==> config.mk <==
export PLATFORM = sky130hd
export DESIGN_NAME = axi_rd_arbiter
export DESIGN_NICKNAME = d
export VERILOG_FILES = /design/src/rtl/axi_rd_arbiter.sv
export SDC_FILE = /design/constraint.sdc
export NUM_CORES = 1
export LEC_CHECK = 0
export CAP_MARGIN = 0
export CORE_AREA = 8 8 141 143
export DETAILED_ROUTE_END_ITERATION = 6
export DIE_AREA = 0 0 149 151
export GPL_ROUTABILITY_DRIVEN = 0
export PLACE_DENSITY = 0.66
export REMOVE_ABC_BUFFERS = 1
export SLEW_MARGIN = 20
export SYNTH_ARGS = -nofsm -noshare
export SYNTH_HDL_FRONTEND = slang
export SYNTH_SLANG_ARGS = --single-unit
==> constraint.sdc <==
create_clock -name clk -period 5.7 [get_ports clk]
set_input_delay 1.425 -clock clk [delete_from_list [all_inputs] [get_ports clk]]
set_output_delay 1.425 -clock clk [all_outputs]
set_load 0.005 [all_outputs]
==> src/rtl/axi_rd_arbiter.sv <==
// N-port read arbiter funnelling request/response clients onto one AXI4 read master.
// Define AXI_ARB_FIXED_PRIO_EN for fixed priority (lowest index wins); default is round-robin.
module axi_rd_arbiter #(
  parameter int NUM_PORTS = 2,
  parameter int ADDR_W    = 64,
  parameter int DATA_W    = 64,
  parameter int ID_W      = 4,
  parameter int MAX_LEN   = 8
) (
  input  logic                      clk,
  input  logic                      rst,
  input  logic [NUM_PORTS-1:0]      req_valid,
  output logic [NUM_PORTS-1:0]      req_ready,
  input  logic [NUM_PORTS*ADDR_W-1:0] req_addr,
  input  logic [NUM_PORTS*8-1:0]    req_len,
  input  logic [NUM_PORTS*3-1:0]    req_size,
  output logic [NUM_PORTS-1:0]      rsp_valid,
  output logic [DATA_W-1:0]         rsp_data,
  output logic                      rsp_last,
  output logic                      rsp_err,
  output logic [ID_W-1:0]           ARID,
  output logic [ADDR_W-1:0]         ARADDR,
  output logic [7:0]                ARLEN,
  output logic [2:0]                ARSIZE,
  output logic [1:0]                ARBURST,
  output logic                      ARVALID,
  input  logic                      ARREADY,
  input  logic [ID_W-1:0]           RID,
  input  logic [DATA_W-1:0]         RDATA,
  input  logic [1:0]                RRESP,
  input  logic                      RLAST,
  input  logic                      RVALID,
  output logic                      RREADY
);

  localparam int PW = $clog2(NUM_PORTS);
  localparam int CW = $clog2(MAX_LEN) + 1;
  localparam logic [7:0] LEN_MAX = 8'(MAX_LEN - 1);

  typedef enum logic [1:0] {S_IDLE, S_ADDR, S_DATA} state_e;

  state_e              state_q, state_d;
  logic [PW-1:0]       grant_q, grant_d;
  logic [ADDR_W-1:0]   addr_q, addr_d;
  logic [7:0]          len_q, len_d;
  logic [2:0]          size_q, size_d;
  logic [CW-1:0]       cnt_q, cnt_d;
`ifndef AXI_ARB_FIXED_PRIO_EN
  logic [PW-1:0]       rr_q, rr_d;
  logic [PW-1:0]       scan_idx;
`endif

  logic                gnt_any;
  logic [PW-1:0]       gnt_idx;
  logic [7:0]          sel_len;
  logic                at_end;

  always_comb begin
    gnt_any = 1'b0;
    gnt_idx = '0;
`ifdef AXI_ARB_FIXED_PRIO_EN
    for (int k = NUM_PORTS - 1; k >= 0; k--) begin
      if (req_valid[PW'(k)]) begin
        gnt_any = 1'b1;
        gnt_idx = PW'(k);
      end
    end
`else
    scan_idx = '0;
    // Scan from the pointer upwards, wrapping, so the last winner goes to the back.
    for (int k = 0; k < NUM_PORTS; k++) begin
      scan_idx = PW'((int'(rr_q) + k) % NUM_PORTS);
      if (!gnt_any && req_valid[scan_idx]) begin
        gnt_any = 1'b1;
        gnt_idx = scan_idx;
      end
    end
`endif
  end

  always_comb begin
    state_d   = state_q;
    grant_d   = grant_q;
    addr_d    = addr_q;
    len_d     = len_q;
    size_d    = size_q;
    cnt_d     = cnt_q;
`ifndef AXI_ARB_FIXED_PRIO_EN
    rr_d      = rr_q;
`endif
    req_ready = '0;
    ARVALID   = 1'b0;
    RREADY    = 1'b0;
    rsp_valid = '0;
    rsp_data  = '0;
    rsp_last  = 1'b0;
    rsp_err   = 1'b0;
    sel_len   = req_len[int'(gnt_idx)*8 +: 8];
    at_end    = (9'(cnt_q) == {1'b0, len_q});
    case (state_q)
      S_IDLE: begin
        if (gnt_any) begin
          req_ready[gnt_idx] = ~rst;
          grant_d = gnt_idx;
          addr_d  = req_addr[int'(gnt_idx)*ADDR_W +: ADDR_W];
          size_d  = req_size[int'(gnt_idx)*3 +: 3];
          len_d   = (sel_len > LEN_MAX) ? LEN_MAX : sel_len;
          state_d = S_ADDR;
        end
      end
      S_ADDR: begin
        ARVALID = 1'b1;
        if (ARREADY) begin
          cnt_d   = '0;
          state_d = S_DATA;
        end
      end
      S_DATA: begin
        RREADY = 1'b1;
        if (RVALID) begin
          rsp_valid[grant_q] = 1'b1;
          rsp_data = RDATA;
          // A missing RLAST on the expected final beat still closes the burst.
          rsp_last = RLAST | at_end;
          rsp_err  = (RRESP != 2'b00) | (RID != ID_W'(grant_q)) |
                     (RLAST & ~at_end) | (at_end & ~RLAST);
          cnt_d    = cnt_q + 1'b1;
          if (RLAST || at_end) begin
            state_d = S_IDLE;
`ifndef AXI_ARB_FIXED_PRIO_EN
            rr_d = (grant_q == PW'(NUM_PORTS - 1)) ? '0 : grant_q + 1'b1;
`endif
          end
        end
      end
      default: state_d = S_IDLE;
    endcase
  end

  always_ff @(posedge clk or posedge rst) begin
    if (rst) begin
      state_q <= S_IDLE;
      grant_q <= '0;
      addr_q  <= '0;
      len_q   <= '0;
      size_q  <= '0;
      cnt_q   <= '0;
`ifndef AXI_ARB_FIXED_PRIO_EN
      rr_q    <= '0;
`endif
    end else begin
      state_q <= state_d;
      grant_q <= grant_d;
      addr_q  <= addr_d;
      len_q   <= len_d;
      size_q  <= size_d;
      cnt_q   <= cnt_d;
`ifndef AXI_ARB_FIXED_PRIO_EN
      rr_q    <= rr_d;
`endif
    end
  end

  assign ARID    = ID_W'(grant_q);
  assign ARADDR  = addr_q;
  assign ARLEN   = len_q;
  assign ARSIZE  = size_q;
  assign ARBURST = 2'b01;

endmodule

Yosys cells after proc, flatten, opt, wreduce, memory -nomap -nowiden

Index checks and enable logic that the tools add are counted.

Add/sub/neg operators: 3
Multiply operators: 1
Magnitude comparators: 7
Equal/unequal tests: 8
Shift-type cells: 3
Mux-type cells: 34
Bitwise operators: 10
Reductions and logical operators: 12

Operators by type and width:

| kind                                                       | number |
|---|---|
| two-way mux 64 bit                                         | 2 |
| variable part select 128 x 8 -> 64 bit                     | 1 |
| two-way mux 1 bit                                          | 17 |
| two-way mux 2 bit                                          | 8 |
| variable part select 16 x 5 -> 8 bit                       | 1 |
| == test 4 x 8 -> 1 bit                                     | 1 |
| > comparator 8 x 3 -> 1 bit, second input constant         | 1 |
| less-than comparator 1 x 2 -> 1 bit, second input constant | 4 |
| two-way mux 4 bit                                          | 2 |
| two-way mux 8 bit                                          | 1 |
| inequality test 2 bit, second input constant               | 4 |
| one-hot mux 4 bit (2 select lines)                         | 1 |
| one-hot mux 2 bit (3 select lines)                         | 1 |
| AND reduction 3 bit                                        | 2 |
| variable part select 6 x 4 -> 3 bit                        | 1 |
| adder 4 x 1 -> 4 bit, second input constant                | 1 |
| inequality test 4 x 1 -> 1 bit                             | 1 |
| OR 1 bit                                                   | 4 |
| AND reduction 4 bit                                        | 1 |
| nonzero test 2 bit                                         | 2 |
| logical AND 1 bit                                          | 3 |
| multiplier 1 x 2 -> 3 bit, second input constant           | 1 |
| inverter 1 bit                                             | 3 |
| adder 1 bit, second input constant                         | 2 |
| other kinds (10)                                           | 13 |

Register bits: 83
Bits of input ports: 227
Output and inout port bits: 153
Word-level logic and storage cells: 85

Depth between registers and ports, before layout

Word-level depth: 13
Mapped depth: 6
Depth with buffers taken out: 4

Worst setup path after synthesis

OpenSTA, ideal clock, no wires.

Path kind: input to output
From: input rst
To: output req_ready[1]
Arrival time: 3541 ps
Slack: 734 ps
Stages: 2
Cells stage by stage: inv_1 and3_1

Word-level cells in the longest chain between the ends: 4

RTL lines:

| item                               | RTL line | source |
|---|---|---|
| start: declaration                 | 11       | `input logic rst,` |
| inverter 1 bit                     | 103      | `req_ready[gnt_idx] = ~rst;` |
| bitwise AND 2 bit (no source line) | --       |  |
| two-way mux 2 bit                  | 102      | `if (gnt_any) begin` |
| two-way mux 2 bit                  | 100      | `case (state_q)` |
| end: declaration                   | 13       | `output logic [NUM_PORTS-1:0] req_ready,` |

No other way between the ends.

Worst setup path after layout

From: input RVALID
To: output rsp_data[8]

Word-level cells in the longest chain between the ends: 2

RTL lines:

| item               | RTL line | source |
|---|---|---|
| start: declaration | 32       | `input logic RVALID,` |
| two-way mux 64 bit | 120      | `if (RVALID) begin` |
| two-way mux 64 bit | 100      |  |
| end: declaration   | 18       | `output logic [DATA_W-1:0] rsp_data,` |

No other way between the ends.

==> flow_summary_export.csv <==
group,metric,value,unit
flow_run,maxCapViolations,0,
placed_design,place.detailed.hpwl,17200,µm
clock_tree,postCtsSetupRepairBufs,0,
clock_tree,cts.sinks,83,
synth,synthesis.instances,535,
power,leakage_power_total,3.49,nW
sta,clock-skew-final,0.0132,ns
setup_path,worstSetupEndpointType,"primary output",
clock_tree,ctsLongestPathBuffers,2,
synth,post_synthesis_async_set_or_reset_flop_share,1.00,
sta,setup_viol,0,
global_route,grt_pass1_wl,31200,µm
setup_path,worst_ep_arrival_time,3.30,ns
synth,yosysTopAreaCellShare,0.476,
clock_tree,insertion_delay,0.34,ns
drt,drt_first_pass_iters,4,
setup_path,timing_worst_setup_path_type,"in -> out",
clock_tree,htree_levels,3,
global_route,antenna_found_initial,0,
setup_path,crit_path_start_kind,"input port",
sta,fin_crit,4.72,ns
global_route,grtUsageTotal,0.183,
synth,synthesis.yosys.warnings,0,
sta,grt_setup_unrepaired,"false",
synth,avgSynthCellArea,8.15,µm²
sta,post_route_worst_setup_slack,0.975,ns
sta,slew-limit-headroom,0.412,
setup_path,crit_fanout,26,
synth,synth.top_cells.by_area,"sky130_fd_sc_hd__dfrtp_1, sky130_fd_sc_hd__nand2_1, sky130_fd_sc_hd__and2_1",
placed_design,preCtsSetupSlack,0.971,ns
floorplan,area_enclosed_by_the_die_boundary,0.0225,mm²
floorplan,initial_utilization,0.247,
clock_tree,cts.clk_slew.worst_paths,0.06,ns
floorplan,core,0.0177,mm²
global_route,grt_start_max_net_pins,84,
min_path,hold_path.class,"reg -> reg",
drt,route.final.wire_length,21300,µm
setup_path,critical_path_data_required_time,4.28,ns
sta,slew_viol_final,0,
placed_design,placedInstanceArea,0.00829,mm²
clock_tree,cts-resized-gates,0,
floorplan,pin_count,380,
drt,vias_per_cell,4.37,
layout,n_fill_cell,1724,
layout,fin_area,0.00860,mm²
placed_design,port-buffer-count,374,
layout,final_core_util,0.487,
layout,antennaDiodeCount,0,
layout,final_nets,1116,
layout,finish.cell_count_without_fillers,1122,
min_path,holdPathStages,1,
sta,worstMarginPinSlew,0.882,ns
layout,layout_cells_sized_above_1,0.0448,
clock_tree,cts_hold_repair.buffers,0,
synth,ys_dominant_reg_cell,"sky130_fd_sc_hd__dfrtp_1",
clock_tree,cts_tree,"built",
synth,yosys.cell_types.count,37,
synth,library_cell_with_the_largest_summed_area_after_synthesis,"sky130_fd_sc_hd__dfrtp_1",
power,power.total,3.15,mW
setup_path,reg2regPathDepth,5,
sta,final.period_utilization,0.829,
drt,postRouteAntennaNets,0,
drt,number_of_vias_in_the_routed_layout,4901,
power,vdd.ir_drop.worst,174,µV
sta,timing.final.hold_violations,0,
drt,routedWlPerCell,19.0,µm
floorplan,floorplan.die.width,149,µm
synth,synth_edf_count,0,
drt,detail_route.drc_violations,0,
layout,signed_area_change_from_the_synthesized_netlist_to_the_final_layout,97.4,%
floorplan,placement_rows,49,
synth,synth.cell_area,0.00436,mm²
global_route,grt_overflow,0,
global_route,grt_pass1_vias,5019,
synth,synth_sequential_area_ratio,0.476,
sta,highest_attainable_clock_frequency,0.212,GHz
placed_design,placedCellCount,1106,
clock_tree,cts_buffers,9,
drt,initialDrtViolationCount,173,
power,power_density,366,mW/mm²
clock_tree,ctsRootBufferMaster,"sky130_fd_sc_hd__clkbuf_16",
synth,ys_seq_elements,83,
floorplan,chipHeight,151,µm
status,status,"completed",
flip-flops by register name, indices dropped and copies added (netlist names):
signal,count
rr_q,1
cnt_q,4
ARSIZE,3
ARLEN,8
grant_q,1
ARADDR,64
state_q,2
cells in the final DEF, fill, tap and decap left out, types with 2 or more instances in the layout:
master,count
sky130_fd_sc_hd__nor2_1,73
sky130_fd_sc_hd__clkdlybuf4s50_1,374
sky130_fd_sc_hd__nand2_1,140
sky130_fd_sc_hd__nor2b_1,3
sky130_fd_sc_hd__a31oi_1,68
sky130_fd_sc_hd__nor2_4,2
sky130_fd_sc_hd__nand4_1,2
sky130_fd_sc_hd__xor2_1,7
sky130_fd_sc_hd__clkbuf_16,9
sky130_fd_sc_hd__conb_1,5
sky130_fd_sc_hd__a311o_1,2
sky130_fd_sc_hd__clkbuf_8,2
sky130_fd_sc_hd__or4_1,4
sky130_fd_sc_hd__inv_6,2
sky130_fd_sc_hd__o221a_2,3
sky130_fd_sc_hd__buf_4,10
sky130_fd_sc_hd__inv_1,4
sky130_fd_sc_hd__o21ai_0,2
sky130_fd_sc_hd__nand3_1,3
sky130_fd_sc_hd__nor3_1,4
sky130_fd_sc_hd__dfrtp_1,83
sky130_fd_sc_hd__and2_1,70
cells by family after synthesis:
| group | count (synthesis) | synth area share |
|---|---|---|
| fa+ha+maj | 1 | 0.00287 |
| flops | 83 | 0.476 |
| compound gates | 83 | 0.125 |
| buf+inv | 50 | 0.0540 |
| simple gates | 309 | 0.326 |
| other cells | 2 | 0.00172 |
| xor+xnor | 7 | 0.0141 |
Yosys cell counts (3+ instances only):
cell type,instances
sky130_fd_sc_hd__nand2_1,140
sky130_fd_sc_hd__dfrtp_1,83
sky130_fd_sc_hd__nor2_1,73
sky130_fd_sc_hd__and2_1,70
sky130_fd_sc_hd__a31oi_1,68
sky130_fd_sc_hd__buf_2,20
sky130_fd_sc_hd__clkbuf_1,16
sky130_fd_sc_hd__xor2_1,7
sky130_fd_sc_hd__buf_4,6
sky130_fd_sc_hd__inv_1,5
sky130_fd_sc_hd__nor3_1,4
sky130_fd_sc_hd__or4_1,4
sky130_fd_sc_hd__buf_1,3
sky130_fd_sc_hd__nand3_1,3
sky130_fd_sc_hd__nor2b_1,3
sky130_fd_sc_hd__o221a_2,3
stage by stage:
stage                     hold slack (ns)  setup TNS [ns]
after floorplan                     0.502         -0.0511
after global placement              0.504               0
after detailed placement            0.524               0
after CTS                           0.539               0
after global routing                0.556               0
final                               0.534               0
worst paths after layout:
check	end	start	slack, ns
max	rsp_data[8]	RVALID	0.98
min	ARLEN[6]$_DFFE_PP0P_	ARLEN[6]$_DFFE_PP0P_	0.53
max reg2reg	ARADDR[45]$_DFFE_PP0P_	state_q[1]$_DFFE_PP0P_	3.56
min reg2reg	ARLEN[6]$_DFFE_PP0P_	ARLEN[6]$_DFFE_PP0P_	0.53
max in group asynchronous	ARADDR[2]$_DFFE_PP0P_	rst	3.10
min in group asynchronous	ARLEN[5]$_DFFE_PP0P_	rst	1.53
area by class of cell:
cell class                 count  area (µm²)  area share
timing repair buffer         384        3820       0.444
multi-input combinational    405        2090       0.243
sequential                    83        2080       0.241
tap                          229         287      0.0333
clock buffer                  12         256      0.0298
clock inverter                 4        55.1     0.00640
inverter                       5        20.0     0.00233
report_power, final:
group | switching, mW | leakage (nW) | internal (mW)
logic | 0.633 | 2.40 | 0.893
clock network | 0.251 | 0.150 | 0.367
registers | 0.154 | 0.946 | 0.853
metal layers:
layer / routed length [µm] / track usage
met1: 7990 / 0.192
met2: 11000 / 0.338
met3: 1990 / 0.0657
met4: 293 / 0.0510
met5: 0 / 0
critical path, cell delays in order:
cell	delay, ns
sky130_fd_sc_hd__clkdlybuf4s50_1	0.50
sky130_fd_sc_hd__and3b_2	0.41
sky130_fd_sc_hd__buf_4	0.28
sky130_fd_sc_hd__and2_1	0.16
sky130_fd_sc_hd__clkdlybuf4s50_1	0.51
Power figures use the tool's default switching activity.
